[src/rtl/mem_arbiter.sv]
// Round-robin two-requester front end for a single-port memory: latches the winner, sequences the access, pulses ack.
// Optional MEM_ARB_LOCK_EN lets a winner holding its lock input keep priority for back-to-back accesses.
module mem_arbiter #(
    parameter int AW     = 2,
    parameter int DW     = 8,
    parameter int RD_LAT = 1
) (
    input  logic          clk,
    input  logic          rst_n,
    input  logic          req_a,
    input  logic          we_a,
    input  logic [AW-1:0] addr_a,
    input  logic [DW-1:0] wdata_a,
    input  logic          lock_a,
    output logic          ack_a,
    input  logic          req_b,
    input  logic          we_b,
    input  logic [AW-1:0] addr_b,
    input  logic [DW-1:0] wdata_b,
    input  logic          lock_b,
    output logic          ack_b,
    output logic [DW-1:0] rdata,
    output logic          busy,
    output logic          mem_en,
    output logic          mem_rw,
    output logic [AW-1:0] mem_addr,
    output logic [DW-1:0] mem_din,
    input  logic [DW-1:0] mem_dout
);

    typedef enum logic [1:0] {IDLE, ISSUE, WAIT, DONE} state_t;

    localparam logic [1:0] CNT_INIT = (RD_LAT > 0) ? 2'(RD_LAT - 1) : 2'd0;

    state_t        state_q, state_d;
    logic          prio_q, prio_d;     // 0 = A has priority, 1 = B
    logic          win_q, win_d;       // winner of the current access, 0 = A
    logic          we_q, we_d;
    logic [1:0]    cnt_q, cnt_d;
    logic          ack_a_q, ack_a_d;
    logic          ack_b_q, ack_b_d;
    logic [DW-1:0] rdata_q, rdata_d;
    logic          busy_q, busy_d;
    logic          mem_en_q, mem_en_d;
    logic          mem_rw_q, mem_rw_d;
    logic [AW-1:0] mem_addr_q, mem_addr_d;
    logic [DW-1:0] mem_din_q, mem_din_d;
    logic          grant_b;
    logic          to_done;
    logic          lock_win;

`ifdef MEM_ARB_LOCK_EN
    assign lock_win = win_q ? lock_b : lock_a;
`else
    logic lock_unused;
    assign lock_unused = lock_a | lock_b;
    assign lock_win    = 1'b0;
`endif

    // B wins when it is alone, or when both ask and B holds priority
    assign grant_b = (req_b && !req_a) || (req_a && req_b && prio_q);

    always_comb begin
        state_d    = state_q;
        prio_d     = prio_q;
        win_d      = win_q;
        we_d       = we_q;
        cnt_d      = cnt_q;
        rdata_d    = rdata_q;
        mem_en_d   = 1'b0;
        mem_rw_d   = 1'b0;
        mem_addr_d = mem_addr_q;
        mem_din_d  = mem_din_q;
        to_done    = 1'b0;

        unique case (state_q)
            IDLE: begin
                if (req_a || req_b) begin
                    win_d      = grant_b;
                    we_d       = grant_b ? we_b : we_a;
                    mem_addr_d = grant_b ? addr_b : addr_a;
                    mem_din_d  = grant_b ? wdata_b : wdata_a;
                    mem_en_d   = 1'b1;
                    mem_rw_d   = grant_b ? we_b : we_a;
                    state_d    = ISSUE;
                end
            end
            ISSUE: begin
                if (we_q) begin
                    to_done = 1'b1;
                end else if (RD_LAT == 0) begin
                    rdata_d = mem_dout;
                    to_done = 1'b1;
                end else begin
                    cnt_d   = CNT_INIT;
                    state_d = WAIT;
                end
            end
            WAIT: begin
                if (cnt_q == 2'd0) begin
                    rdata_d = mem_dout;
                    to_done = 1'b1;
                end else begin
                    cnt_d = cnt_q - 2'd1;
                end
            end
            DONE: begin
                prio_d  = lock_win ? win_q : ~win_q;
                state_d = IDLE;
            end
            default: state_d = IDLE;
        endcase

        if (to_done) begin
            state_d = DONE;
        end
        ack_a_d = to_done && !win_q;
        ack_b_d = to_done && win_q;
        busy_d  = (state_d != IDLE);
    end

    always_ff @(posedge clk) begin
        if (!rst_n) begin
            state_q    <= IDLE;
            prio_q     <= 1'b0;
            win_q      <= 1'b0;
            we_q       <= 1'b0;
            cnt_q      <= 2'd0;
            ack_a_q    <= 1'b0;
            ack_b_q    <= 1'b0;
            rdata_q    <= '0;
            busy_q     <= 1'b0;
            mem_en_q   <= 1'b0;
            mem_rw_q   <= 1'b0;
            mem_addr_q <= '0;
            mem_din_q  <= '0;
        end else begin
            state_q    <= state_d;
            prio_q     <= prio_d;
            win_q      <= win_d;
            we_q       <= we_d;
            cnt_q      <= cnt_d;
            ack_a_q    <= ack_a_d;
            ack_b_q    <= ack_b_d;
            rdata_q    <= rdata_d;
            busy_q     <= busy_d;
            mem_en_q   <= mem_en_d;
            mem_rw_q   <= mem_rw_d;
            mem_addr_q <= mem_addr_d;
            mem_din_q  <= mem_din_d;
        end
    end

    assign ack_a    = ack_a_q;
    assign ack_b    = ack_b_q;
    assign rdata    = rdata_q;
    assign busy     = busy_q;
    assign mem_en   = mem_en_q;
    assign mem_rw   = mem_rw_q;
    assign mem_addr = mem_addr_q;
    assign mem_din  = mem_din_q;

endmodule
[config.mk]
export PLATFORM = sky130hd
export DESIGN_NAME = mem_arbiter
export DESIGN_NICKNAME = d
export VERILOG_FILES = /design/src/rtl/mem_arbiter.sv
export SDC_FILE = /design/constraint.sdc
export NUM_CORES = 1
export LEC_CHECK = 0
export BUFFER_PORTS_ARGS = -buffer_cell sky130_fd_sc_hd__buf_4
export CORE_ASPECT_RATIO = 2
export CORE_UTILIZATION = 25
export CTS_BUF_LIST = sky130_fd_sc_hd__clkbuf_4 sky130_fd_sc_hd__clkbuf_8
export DETAILED_ROUTE_END_ITERATION = 7
export SLEW_MARGIN = 20
export SYNTH_ARGS = -nofsm -noshare
export SYNTH_HDL_FRONTEND = slang
export SYNTH_SLANG_ARGS = --single-unit
export TNS_END_PERCENT = 30
[constraint.sdc]
create_clock -name clk -period 1.25 [get_ports clk]
set_input_delay 0.0625 -clock clk [delete_from_list [all_inputs] [get_ports clk]]
set_output_delay 0.0625 -clock clk [all_outputs]
set_load 0.005 [all_outputs]
==> impl_metrics.tcl <==
set metrics [dict create \
    synth_fp_nets 202 \
    cp.required_ns 1.39 \
    setup_viol 1 \
    h-tree-depth 2 \
    vdd.ir_drop.worst_v 0.000899 \
    routed_via_density 4.83 \
    routedWlPerCell_um 12.6 \
    grt_pass1_vias 1343 \
    n_antenna_cell 0 \
    clkSlewWorstSetupHoldPaths_ns 0.06 \
    drive_gt1_share_pct 43.0 \
    fill_cells 586 \
    gr-total-overflow 0 \
    num_rows 38 \
    hold_class "input pin to register" \
    layout_common_cells "buf_4, dfxtp_1, o21ai_1" \
    cts_tree "done" \
    r2r_setup_slack_ns -0.003 \
    cap_violations 0 \
    slew_headroom_pct 77.9 \
    synth_area_leaders "dfxtp_1, o21ai_1, ha_1, a21boi_1, nand3b_1" \
    synth_area_mm2 0.00140 \
    p_leak_nw 0.915 \
    dr_total_vias 1390 \
    fin_ws_ns -0.00322 \
    power.density_mw_per_mm2 1760 \
    core-area_mm2 0.00542 \
    violations "setup timing" \
    crit_path_start "state_q[0]$_SDFF_PN0_" \
    drc 0 \
    drtAntennaViolNets 0 \
    synthCells 159 \
    cp_data_arrival_time_ns 1.39 \
    worstSetupEndpointType "register" \
    place_congestion 0.799 \
    place_area_mm2 0.00196 \
    clock-sinks 30 \
    crit_fanout 3 \
    synth_edf_count 0 \
    grt_setup_unrepaired "true" \
    synth_seq_area_share_pct 42.8 \
    io_pins 59 \
    postLayoutCoreUtil_pct 40.2 \
    fin_crit_sh_pct 100 \
    final_common_cell "buf_4" \
    hold_start "mem_dout[5]" \
    fin_area_mm2 0.00218 \
    numCtsBuffers 5 \
    synth-seq-cells 30 \
    clk_latency_ns 0.28 \
    clock_path_buffers 2 \
    status "finished, violations left" \
    fin_nets 272 \
    initial_utilization_pct 25.9 \
    syn_area_per_cell_um2 8.82 \
    cts_root_buf "clkbuf_8" \
    hpwl_mm 2.66 \
    fin_worst_skew_ns 0.00499 \
    yosysUniqueCellTypes 29 \
    antenna_found_initial 0 \
    post-synth-top-area-cell "dfxtp_1" \
    area_growth_pct 55.4 \
    min_period_ns 1.25 \
    synth-warning-count 0 \
    fmax_ghz 0.798 \
    drtIter0Drc 12 \
    synth_top_area_share_pct 42.8 \
    gr-usage-all-layers_pct 13.9 \
    critPathLaunchType "register" \
    grt_first_pass_wirelength_mm 5.89 \
    crit_type "register to register" \
    r2r_start "state_q[0]$_SDFF_PN0_" \
    worst_pin_slew_ns 0.329 \
    wirelength_mm 3.64 \
    dieHeight_um 108 \
    synth-main-ff-cell "dfxtp_1" \
    tns_ns -0.00322 \
    hold_viol 0 \
    port_buffers 56 \
    async_flop_share_pct 0 \
    die_w_um 55.0 \
    grt_start_max_net_pins 29 \
    firstDrtPassIters 3 \
    dieArea_mm2 0.00593 \
    final_max_slew_viol_count 0 \
]
flip-flops by register name, summed over array words and instances, names as in the netlist:
name      flops
mem_rw        1
ack_b         1
mem_din       8
state_q       2
rdata         8
mem_addr      2
busy          1
cnt_q         2
we_q          1
prio_q        1
win_q         1
ack_a         1
mem_en        1
repair_timing:
item,in CTS,in global routing
setup buffers,0,2
setup endpoints to repair,17,22
resized for setup,12,9
pin swaps,2,4
hold buffers,0,0
cloned,2,0
per-layer routing:
layer,vias to the layer above,global-route usage [%],share of wire (%)
li1,708,-,-
met1,634,13.3,35
met2,39,24.5,57
met3,9,2.25,3.6
met4,0,10.0,4.3
met5,-,0,0
cell type report:
cell class	instances	area [um2]	area share [%]
repair buffers	73	589	27.0
multi-input cells	111	797	36.6
inverters	8	32.5	1.49
clock buffers	6	82.6	3.79
flip-flops and latches	30	603	27.7
well taps	60	75.1	3.44
final timing paths:
kind / to / cells past startpoint
setup / recovery: busy$_SDFF_PN0_ / 5
hold / removal: rdata[5]$_SDFFE_PN0P_ / 3
setup reg to reg: busy$_SDFF_PN0_ / 5
hold reg to reg: ack_a$_SDFF_PN0_ / 1
cells in the mapped netlist, drive strengths merged, types with 4 or more instances:
cell type  instances
nand3b            11
o21ai             27
nor2               4
ha                 7
a31oi             11
dfxtp             30
buf               10
inv                8
nand3             10
nand2             10
and2               5
a21boi            11
worst max-delay path, cell delays in order, from the launching register on:
cell and delay, ns:
dfxtp_2 0.34, buf_4 0.15, ha_4 0.15, a211o_1 0.27, nand2_2 0.09, o2111ai_1 0.11
kinds of logic after synthesis:
family          after synthesis  share of synthesized area [%]
compound gates               59                           26.0
fa+ha+maj                     7                           6.24
buf+inv                      19                           6.60
flops                        30                           42.8
mux                           1                          0.714
simple gates                 43                           17.6
power breakdown:
group / internal, mW / switching, mW / leakage, nW / total, mW
sequential: 1.19 / 0.136 / 0.247 / 1.33
clock: 0.423 / 0.330 / 0.0431 / 0.754
combinational: 1.01 / 0.751 / 0.625 / 1.76
stage by stage:
| stage | power, mW | hold WS [ns] | worst slack, ns | cells |
|---|---|---|---|---|
| finish | 3.84 | 0.0401 | -0.00322 | 288 |
| global route | 4.12 | 0.0365 | -0.0663 | 288 |
| CTS | 3.80 | 0.0324 | 0.000572 | 286 |
| detailed placement | 2.72 | 0.333 | -0.0782 | 278 |
| global placement | 2.71 | 0.329 | -0.0405 | 278 |
| floorplan | 2.07 | 0.209 | 0.0223 | 159 |
Note: power is estimated with default switching activity, not from simulation.
